$ cat config.mk
export PLATFORM = sky130hd
export DESIGN_NAME = sha256_generator
export DESIGN_NICKNAME = d
export VERILOG_FILES = /design/src/rtl/sha256_generator.sv
export SDC_FILE = /design/constraint.sdc
export NUM_CORES = 2
export LEC_CHECK = 0
export ABC_AREA = 1
export BUFFER_PORTS_ARGS = -buffer_cell sky130_fd_sc_hd__buf_4
export CORE_MARGIN = 2
export CORE_UTILIZATION = 35
export CTS_CLUSTER_DIAMETER = 50
export DETAILED_ROUTE_END_ITERATION = 16
export GPL_ROUTABILITY_DRIVEN = 1
export PLACE_DENSITY_LB_ADDON = 0.12
export SYNTH_ARGS = -nofsm -noshare
export SYNTH_HDL_FRONTEND = slang
export SYNTH_SLANG_ARGS = --single-unit
$ cat constraint.sdc
create_clock -name clk -period 12.3 [get_ports clk]
set_input_delay 1.23 -clock clk [delete_from_list [all_inputs] [get_ports clk]]
set_output_delay 1.23 -clock clk [all_outputs]
set_load 0.01 [all_outputs]
$ cat src/rtl/sha256_generator.sv
// SHA-256 compression-round engine: one round per clock, internal message schedule, freeze after round 63.
// Optional macro SHA256_CSA_OUT_EN keeps the new A word in carry-save form (a_sum, a_carry).

package sha256_generator_pkg;

    localparam logic [255:0] SHA256_IV = {
        32'h6a09e667, 32'hbb67ae85, 32'h3c6ef372, 32'ha54ff53a,
        32'h510e527f, 32'h9b05688c, 32'h1f83d9ab, 32'h5be0cd19
    };

    localparam logic [31:0] K_ROM [64] = '{
        32'h428a2f98, 32'h71374491, 32'hb5c0fbcf, 32'he9b5dba5,
        32'h3956c25b, 32'h59f111f1, 32'h923f82a4, 32'hab1c5ed5,
        32'hd807aa98, 32'h12835b01, 32'h243185be, 32'h550c7dc3,
        32'h72be5d74, 32'h80deb1fe, 32'h9bdc06a7, 32'hc19bf174,
        32'he49b69c1, 32'hefbe4786, 32'h0fc19dc6, 32'h240ca1cc,
        32'h2de92c6f, 32'h4a7484aa, 32'h5cb0a9dc, 32'h76f988da,
        32'h983e5152, 32'ha831c66d, 32'hb00327c8, 32'hbf597fc7,
        32'hc6e00bf3, 32'hd5a79147, 32'h06ca6351, 32'h14292967,
        32'h27b70a85, 32'h2e1b2138, 32'h4d2c6dfc, 32'h53380d13,
        32'h650a7354, 32'h766a0abb, 32'h81c2c92e, 32'h92722c85,
        32'ha2bfe8a1, 32'ha81a664b, 32'hc24b8b70, 32'hc76c51a3,
        32'hd192e819, 32'hd6990624, 32'hf40e3585, 32'h106aa070,
        32'h19a4c116, 32'h1e376c08, 32'h2748774c, 32'h34b0bcb5,
        32'h391c0cb3, 32'h4ed8aa4a, 32'h5b9cca4f, 32'h682e6ff3,
        32'h748f82ee, 32'h78a5636f, 32'h84c87814, 32'h8cc70208,
        32'h90befffa, 32'ha4506ceb, 32'hbef9a3f7, 32'hc67178f2
    };

    function automatic logic [31:0] rotr(input logic [31:0] x, input int unsigned n);
        return (x >> n) | (x << (32 - n));
    endfunction

    function automatic logic [31:0] big_sigma0(input logic [31:0] x);
        return rotr(x, 2) ^ rotr(x, 13) ^ rotr(x, 22);
    endfunction

    function automatic logic [31:0] big_sigma1(input logic [31:0] x);
        return rotr(x, 6) ^ rotr(x, 11) ^ rotr(x, 25);
    endfunction

    function automatic logic [31:0] small_sigma0(input logic [31:0] x);
        return rotr(x, 7) ^ rotr(x, 18) ^ (x >> 3);
    endfunction

    function automatic logic [31:0] small_sigma1(input logic [31:0] x);
        return rotr(x, 17) ^ rotr(x, 19) ^ (x >> 10);
    endfunction

endpackage

module sha256_generator
    import sha256_generator_pkg::*;
(
    input  logic         clk,
    input  logic         rst,
    input  logic [5:0]   round,
    input  logic [31:0]  word_in,
    input  logic [255:0] hash_in,
    output logic         ready,
    output logic [287:0] state_out
);

    logic [31:0] a_sum_q, a_sum_d;
    logic [31:0] a_carry_q, a_carry_d;
    logic [31:0] b_q, b_d, c_q, c_d, d_q, d_d;
    logic [31:0] e_q, e_d, f_q, f_d, g_q, g_d, h_q, h_d;
    logic [31:0] w_q [16];
    logic [31:0] w_d [16];
    logic        ready_q, ready_d;

    logic [31:0] a_reg;
    logic [31:0] a_in, b_in, c_in, d_in, e_in, f_in, g_in, h_in;
    logic [31:0] w_t, t1, sig0_a, maj_abc, ch_efg;
    logic        execute;

    always_comb begin
        // NOTE: every _d gets a default first so no path through this block can infer a latch.
        a_sum_d   = a_sum_q;
        a_carry_d = a_carry_q;
        b_d = b_q; c_d = c_q; d_d = d_q;
        e_d = e_q; f_d = f_q; g_d = g_q; h_d = h_q;
        w_d       = w_q;
        ready_d   = ready_q;

        a_reg   = a_sum_q + a_carry_q;
        execute = (round == 6'd0) || !ready_q;

        if (round == 6'd0) begin
            {a_in, b_in, c_in, d_in, e_in, f_in, g_in, h_in} = hash_in;
        end else begin
            {a_in, b_in, c_in, d_in, e_in, f_in, g_in, h_in} =
                {a_reg, b_q, c_q, d_q, e_q, f_q, g_q, h_q};
        end

        // Window slot 15 holds W[t-1], slot 0 holds W[t-16].
        if (round < 6'd16) begin
            w_t = word_in;
        end else begin
            w_t = small_sigma1(w_q[14]) + w_q[9] + small_sigma0(w_q[1]) + w_q[0];
        end

        ch_efg  = (e_in & f_in) ^ (~e_in & g_in);
        maj_abc = (a_in & b_in) ^ (a_in & c_in) ^ (b_in & c_in);
        sig0_a  = big_sigma0(a_in);
        t1      = h_in + big_sigma1(e_in) + ch_efg + K_ROM[round] + w_t;

        if (execute) begin
`ifdef SHA256_CSA_OUT_EN
            // 3:2 compression of T1, Sigma0 and Maj; the carry-propagate add is deferred to a_reg.
            a_sum_d   = t1 ^ sig0_a ^ maj_abc;
            a_carry_d = ((t1 & sig0_a) | (t1 & maj_abc) | (sig0_a & maj_abc)) << 1;
`else
            a_sum_d   = t1 + sig0_a + maj_abc;
            a_carry_d = '0;
`endif
            b_d = a_in;
            c_d = b_in;
            d_d = c_in;
            e_d = d_in + t1;
            f_d = e_in;
            g_d = f_in;
            h_d = g_in;
            for (int i = 0; i < 15; i++) begin
                w_d[i] = w_q[i + 1];
            end
            w_d[15] = w_t;
            ready_d = (round == 6'd63);
        end
    end

    always_ff @(posedge clk) begin
        if (rst) begin
            a_sum_q   <= '0;
            a_carry_q <= '0;
            b_q <= '0; c_q <= '0; d_q <= '0;
            e_q <= '0; f_q <= '0; g_q <= '0; h_q <= '0;
            // NOTE: the W window is a flop array, not a RAM, so it can and must be cleared; a run
            // started at a non-zero round after reset would otherwise read stale schedule words.
            for (int i = 0; i < 16; i++) begin
                w_q[i] <= '0;
            end
            ready_q   <= 1'b0;
        end else begin
            // NOTE: non-blocking assignments so every register samples the pre-edge values.
            a_sum_q   <= a_sum_d;
            a_carry_q <= a_carry_d;
            b_q <= b_d; c_q <= c_d; d_q <= d_d;
            e_q <= e_d; f_q <= f_d; g_q <= g_d; h_q <= h_d;
            w_q       <= w_d;
            ready_q   <= ready_d;
        end
    end

    assign ready     = ready_q;
    assign state_out = {a_sum_q, a_carry_q, b_q, c_q, d_q, e_q, f_q, g_q, h_q};

endmodule

# Word level (Yosys, flattened, before mapping)
# Memories as Yosys holds them, arrays and structs flattened.
# Index checks and enable logic that the tools add are counted.
dict set report totals {
  register_bits 769
  rom_bits 2048
  output_inout_bits 289
  word_cells 81
  mem_count 1
}
dict set report op_classes {
  addsub 10
  magnitude_cmp 2
  n_eq_ne 1
  n_mux 11
  bitwise_logic 28
  reduce_logical 3
}
# name words width rd rd_ports_with_merged_regs wr line_no
set mem_list {}
lappend mem_list {{(name not given)} 64 32 1 0 0 106} ;# t1 = h_in + big_sigma1(e_in) + ch_efg + K_ROM[round] + w_t;
# operator count
set op_table {}
lappend op_table {{2-to-1 mux 32 bit} 11}
lappend op_table {{adder 32 bit} 10}
lappend op_table {{XOR 32 bit} 9}
lappend op_table {{AND 32 bit} 5}
lappend op_table {{inverter 32 bit} 1}
lappend op_table {{OR 10 x 32 -> 32 bit} 1}
lappend op_table {{OR 13 x 32 -> 32 bit} 1}
lappend op_table {{OR 14 x 32 -> 32 bit} 1}
lappend op_table {{OR 15 x 32 -> 32 bit} 1}
lappend op_table {{OR 19 x 32 -> 32 bit} 1}
lappend op_table {{OR 21 x 32 -> 32 bit} 1}
lappend op_table {{OR 25 x 32 -> 32 bit} 1}
lappend op_table {{OR 26 x 32 -> 32 bit} 1}
lappend op_table {{OR 30 x 32 -> 32 bit} 1}
lappend op_table {{OR 7 x 32 -> 32 bit} 1}
lappend op_table {{XOR 32 x 22 -> 32 bit} 1}
lappend op_table {{XOR 32 x 29 -> 32 bit} 1}
lappend op_table {{greater-or-equal comparator 7 bit, second input constant} 1}
lappend op_table {{inverter 6 -> 7 bit} 1}
lappend op_table {{== test 6 bit, second input constant} 1}
lappend op_table {{zero test 6 bit} 1}
lappend op_table {{< comparator 6 x 5 -> 1 bit, second input constant} 1}
lappend op_table {{zero test 1 bit} 1}
lappend op_table {{logical OR 1 bit} 1}

# Depth between registers and ports, before layout
dict set report depth {
  depth_word 11
  depth_mapped 53
  mapped_depth_nobuf 52
}

# Worst setup path after synthesis
# OpenSTA, ideal clock, no wires.
dict set report synth_timing {
  path_type {input port to flip-flop}
  from {input port round[1]}
  to {register a_sum_q[31]}
  setup_time_ns 0.109
  arrival_time_ns 8.556
  slack_ns 3.635
  stages 47
  n_path_buf 5
  path_cell_list {inv_1 -> ha_1 -> inv_2 -> nor2_8 -> nand3_4 -> buf_6 -> buf_6 -> buf_6 -> buf_2 -> buf_2 -> nand2_1 -> nand2_1 -> nand2_1 -> o21ai_0 -> fa_1 -> inv_1 -> fa_1 -> inv_1 -> [... 11 more ...] -> a21oi_1 -> xnor2_1 -> inv_1 -> fa_1 -> inv_1 -> ha_1 -> nand2_1 -> nor2_1 -> nand2_1 -> nor4_1 -> a21oi_1 -> nand3b_1 -> nand2_1 -> inv_1 -> nand2_1 -> nand3_1 -> nand2_1 -> inv_1}
}
dict set report synth_via {
  elab_chain_cells 11
  word_cells_on_any_way 40
  cone_classes {6 x add/sub; 1 x order compare; 10 x mux; 20 x bitwise; 2 x reduce/logical; 1 x memory}
}
# item line_no
set synth_lines {}
lappend synth_lines {{from (decl)} 57} ;# input logic [5:0] round,
lappend synth_lines {{zero test 6 bit} {87, 89}}
lappend synth_lines {{2-to-1 mux 32 bit} 89} ;# if (round == 6'd0) begin
lappend synth_lines {{OR 26 x 32 -> 32 bit or OR 21 x 32 -> 32 bit (tied branches)} 31} ;# return (x >> n) | (x << (32 - n));
lappend synth_lines {{XOR 32 bit (2 in series)} 39} ;# return rotr(x, 6) ^ rotr(x, 11) ^ rotr(x, 25);
lappend synth_lines {{adder 32 bit (4 in series)} 106}
lappend synth_lines {{adder 32 bit (2 in series)} 114} ;# a_sum_d = t1 + sig0_a + maj_abc;
lappend synth_lines {{to (signal assigned)} 146} ;# a_sum_q <= a_sum_d;
lappend synth_lines {{to (decl)} 64} ;# logic [31:0] a_sum_q, a_sum_d;
# Several ways; a longest one is shown, not always the timed one. The select of a mux whose other input is x is not followed.
# A chain may end at the register's enable or synchronous reset.

# Worst setup path in the final report
dict set report layout_timing {
  from {register w_q[61] in the netlist's numbering}
  to {register a_sum_q[31]}
}
dict set report layout_via {
  elab_chain_cells 10
  word_cells_on_any_way 11
  cone_classes {6 x add/sub; 1 x mux; 4 x bitwise}
}
# item line_no
set layout_lines {}
lappend layout_lines {{from (decl)} 68} ;# logic [31:0] w_q [16];
lappend layout_lines {{from (signal assigned)} 150} ;# w_q <= w_d;
lappend layout_lines {{OR 13 x 32 -> 32 bit or OR 15 x 32 -> 32 bit (tied branches)} 31}
lappend layout_lines {{XOR 32 bit} 47} ;# return rotr(x, 17) ^ rotr(x, 19) ^ (x >> 10);
lappend layout_lines {{XOR 32 x 22 -> 32 bit (*)} 47}
lappend layout_lines {{adder 32 bit (*) (3 in series)} 100} ;# w_t = small_sigma1(w_q[14]) + w_q[9] + small_sigma0(w_q[1]) + w_q[0];
lappend layout_lines {{2-to-1 mux 32 bit (*)} 97} ;# if (round < 6'd16) begin
lappend layout_lines {{named net w_t[24]} 74} ;# logic [31:0] w_t, t1, sig0_a, maj_abc, ch_efg;
lappend layout_lines {{adder 32 bit (*)} 106}
lappend layout_lines {{adder 32 bit (*) (2 in series)} 114}
# Mark *: on every way through the listed nets, which the timed path passes. The rest lies on a longest branch.

==> impl_metrics.json <==
{
  "ys.warnings.count": 0,
  "cts-root-buf": "clkbuf_16",
  "crit_path_end": "a_sum_q[31]",
  "synth_commonest_cells": "nor2_1 (956), o21ai_0 (920), nand2_1 (782)",
  "wirelength_um": 220000,
  "rows": 133,
  "core_area_um2": 132000,
  "yosys-top-cells-area": "dfxtp_1 (33%), o21ai_0 (9.9%), fa_1 (8.1%)",
  "startpoint_type": "register",
  "synth-main-ff-cell": "dfxtp_1",
  "routed.top_layer": "met5",
  "antenna_left": 0,
  "max_flop_register": "w_q",
  "synth_area_leader_cell": "dfxtp_1",
  "clock_sinks": 769,
  "clkLatencyLatePin_ps": 740,
  "clk_pin_slew_ps": 60,
  "drtIter0Drc": 4670,
  "seq_area_frac_synth_pct": 33.1,
  "start_util_pct": 35.3,
  "antenna_found_initial": 9,
  "synth_edf_count": 0,
  "hold_viol_final": 0,
  "fin_crit_sh_pct": 84.8,
  "fin_skew_ps": 39.3,
  "die_w_um": 369,
  "cpMaxStageDelayCell": "a31oi_1",
  "dr.pass1.iters": 5,
  "wl_met2_um": 97600,
  "setup_tns_ps": 0,
  "slew_viol_final": 0,
  "grt_overflow": 0,
  "avgSynthCellArea_um2": 7.43,
  "seq_area_um2": 15400,
  "routedWlPerCell_um": 25.9,
  "dieArea_um2": 136000,
  "post_cts_buffers": 0,
  "cpMostUsedCell": "nand2_1",
  "synth_cell_type_count": 64,
  "grt_usage_pct": 31.3,
  "numCtsBuffers": 106,
  "postLayoutCoreUtil_pct": 42.2,
  "worst_setup_path_end_kind": "register",
  "pin_count": 585,
  "clockBufferDepth": 3,
  "cts_tree": "yes",
  "netlist_area_um2": 46500,
  "met3_length_um": 17000,
  "ctsResizeCount": 0,
  "fmax_ghz": 0.0959,
  "place_area_um2": 51900,
  "via_per_inst": 5.30,
  "async_reset_ff_share_pct": 0,
  "fp.dieH_um": 369,
  "maxCapViolCount": 0,
  "cpPeakStageDelay_ps": 710,
  "place_hpwl_um": 173000,
  "finalSetupViolations": 0,
  "hold_buffers": 0,
  "vias": 44900,
  "yosysMostFrequentCell": "nor2_1",
  "cp-startpoint": "w_q[61]",
  "drive_above_1_share_pct": 13.6,
  "syn_inst": 6264,
  "route.detailed.drc": 0,
  "final_area_um2": 55600,
  "hp-class": "register to register",
  "worst_r2r_path_depth": 42,
  "place_congestion": 1.02,
  "fin_crit_ps": 10430,
  "r2r_end": "a_sum_q[31]",
  "port_buffers": 552,
  "cts_max_level": 3,
  "grt_pass1_vias": 42000,
  "filler_cell_count": 13700,
  "tightest_slew_ps": 1300,
  "cp_max_fo": 5,
  "status": "finished clean",
  "synth_seq_cells": 769,
  "cp.required_ps": 12930,
  "arrival_ps": 11070,
  "syn2layout_area_growth_pct": 19.4,
  "r2r_start": "w_q[61]",
  "nets": 7265,
  "r2r_setup_slack_ps": 1870,
  "m1WireLength_um": 98600,
  "synth_top_area_share_pct": 33.1,
  "multiInputGateArea_um2": 27000,
  "rsz0062_at_grt": "no",
  "grt_max_degree": 297,
  "path_class": "register to register",
  "slew_headroom_pct": 12.3,
  "largest_reg_flops": 512,
  "grt_pass1_wl_um": 309000
}
==> routing by layer <==
layer	GRT usage [%]	vias up
met5	0	-
met4	9.57	2
met3	6.10	280
met2	48.8	1746
met1	43.4	21800
li1	-	21100
==> worst min-delay path by stage <==
stage	startpoint	slack, ps	endpoint	cells past startpoint
3_3_place_gp	w_q[138]	460	w_q[170]	2
3_5_place_dp	w_q[445]	460	w_q[477]	2
5_1_grt	w_q[393]	490	w_q[425]	2
6_report	w_q[132]	470	w_q[164]	2
2_1_floorplan	w_q[68]	450	w_q[100]	2
4_1_cts	w_q[132]	460	w_q[164]	2
==> logic make-up after synthesis <==
group,synth area share (%)
adder cells (fa/ha/maj),12.6
other,0.00806
multiplexers,2.68
buffers and inverters,9.11
XOR/XNOR,6.09
AND/OR/NAND/NOR,16.9
flip-flops,33.1
AO/OA/AOI/OAI,19.5
==> through the flow <==
stage,worst slack (ps),hold slack [ps],std cells
after global placement,1330,457,8282
after detailed placement,1310,463,8282
after CTS,1840,462,8476
final,1870,469,8478
after floorplan,3630,450,6295
after global routing,1360,486,8478
==> placed cells by master (no fill, tap or decap), drive strengths merged, types with 3 or more instances in the layout <==
cell type	synthesis	final
a21boi	7	7
a31oi	58	58
xnor2	144	144
nand2	791	791
clkbuf	271	134
a21o	15	15
a211oi	12	12
o21ai	964	964
nor2	958	958
o311ai	3	3
o31ai	6	6
inv	675	692
buf	110	613
o221a	3	3
nand3	93	93
xor2	178	178
nor3	37	37
clkinv	0	28
fa	188	188
o21bai	58	58
nand4	21	21
dfxtp	769	769
ha	146	146
clkinvlp	0	7
bufinv	0	8
o2111ai	3	3
o22ai	7	7
maj3	28	28
nor4	10	10
o211ai	40	40
or2	54	54
o21a	7	7
a221oi	13	13
a21oi	454	454
o221ai	10	10
mux2i	113	113
a31o	4	4
conb	1	32
==> critical path: cells and delay by family (launching register included) <==
kind	cells	cell delay (ps)
fa+ha+maj	9	4020
xor+xnor	3	1140
buf+inv	7	450
compound gates	5	1430
simple gates	18	2740
flops	1	540
==> area by class of cell <==
cell class                 count  share of cell area [%]
multi-input combinational   4470                    48.6
sequential                   769                    27.7
timing repair buffer         613                    8.46
clock buffer                 134                    5.27
inverter                     675                    4.59
tap                         1755                    3.95
clock inverter                60                    1.36
antenna                        2                 0.00901
Power is left out: the tool's default activity adds up to more than one toggle a clock period on the data nets, which glitch-free logic cannot reach.
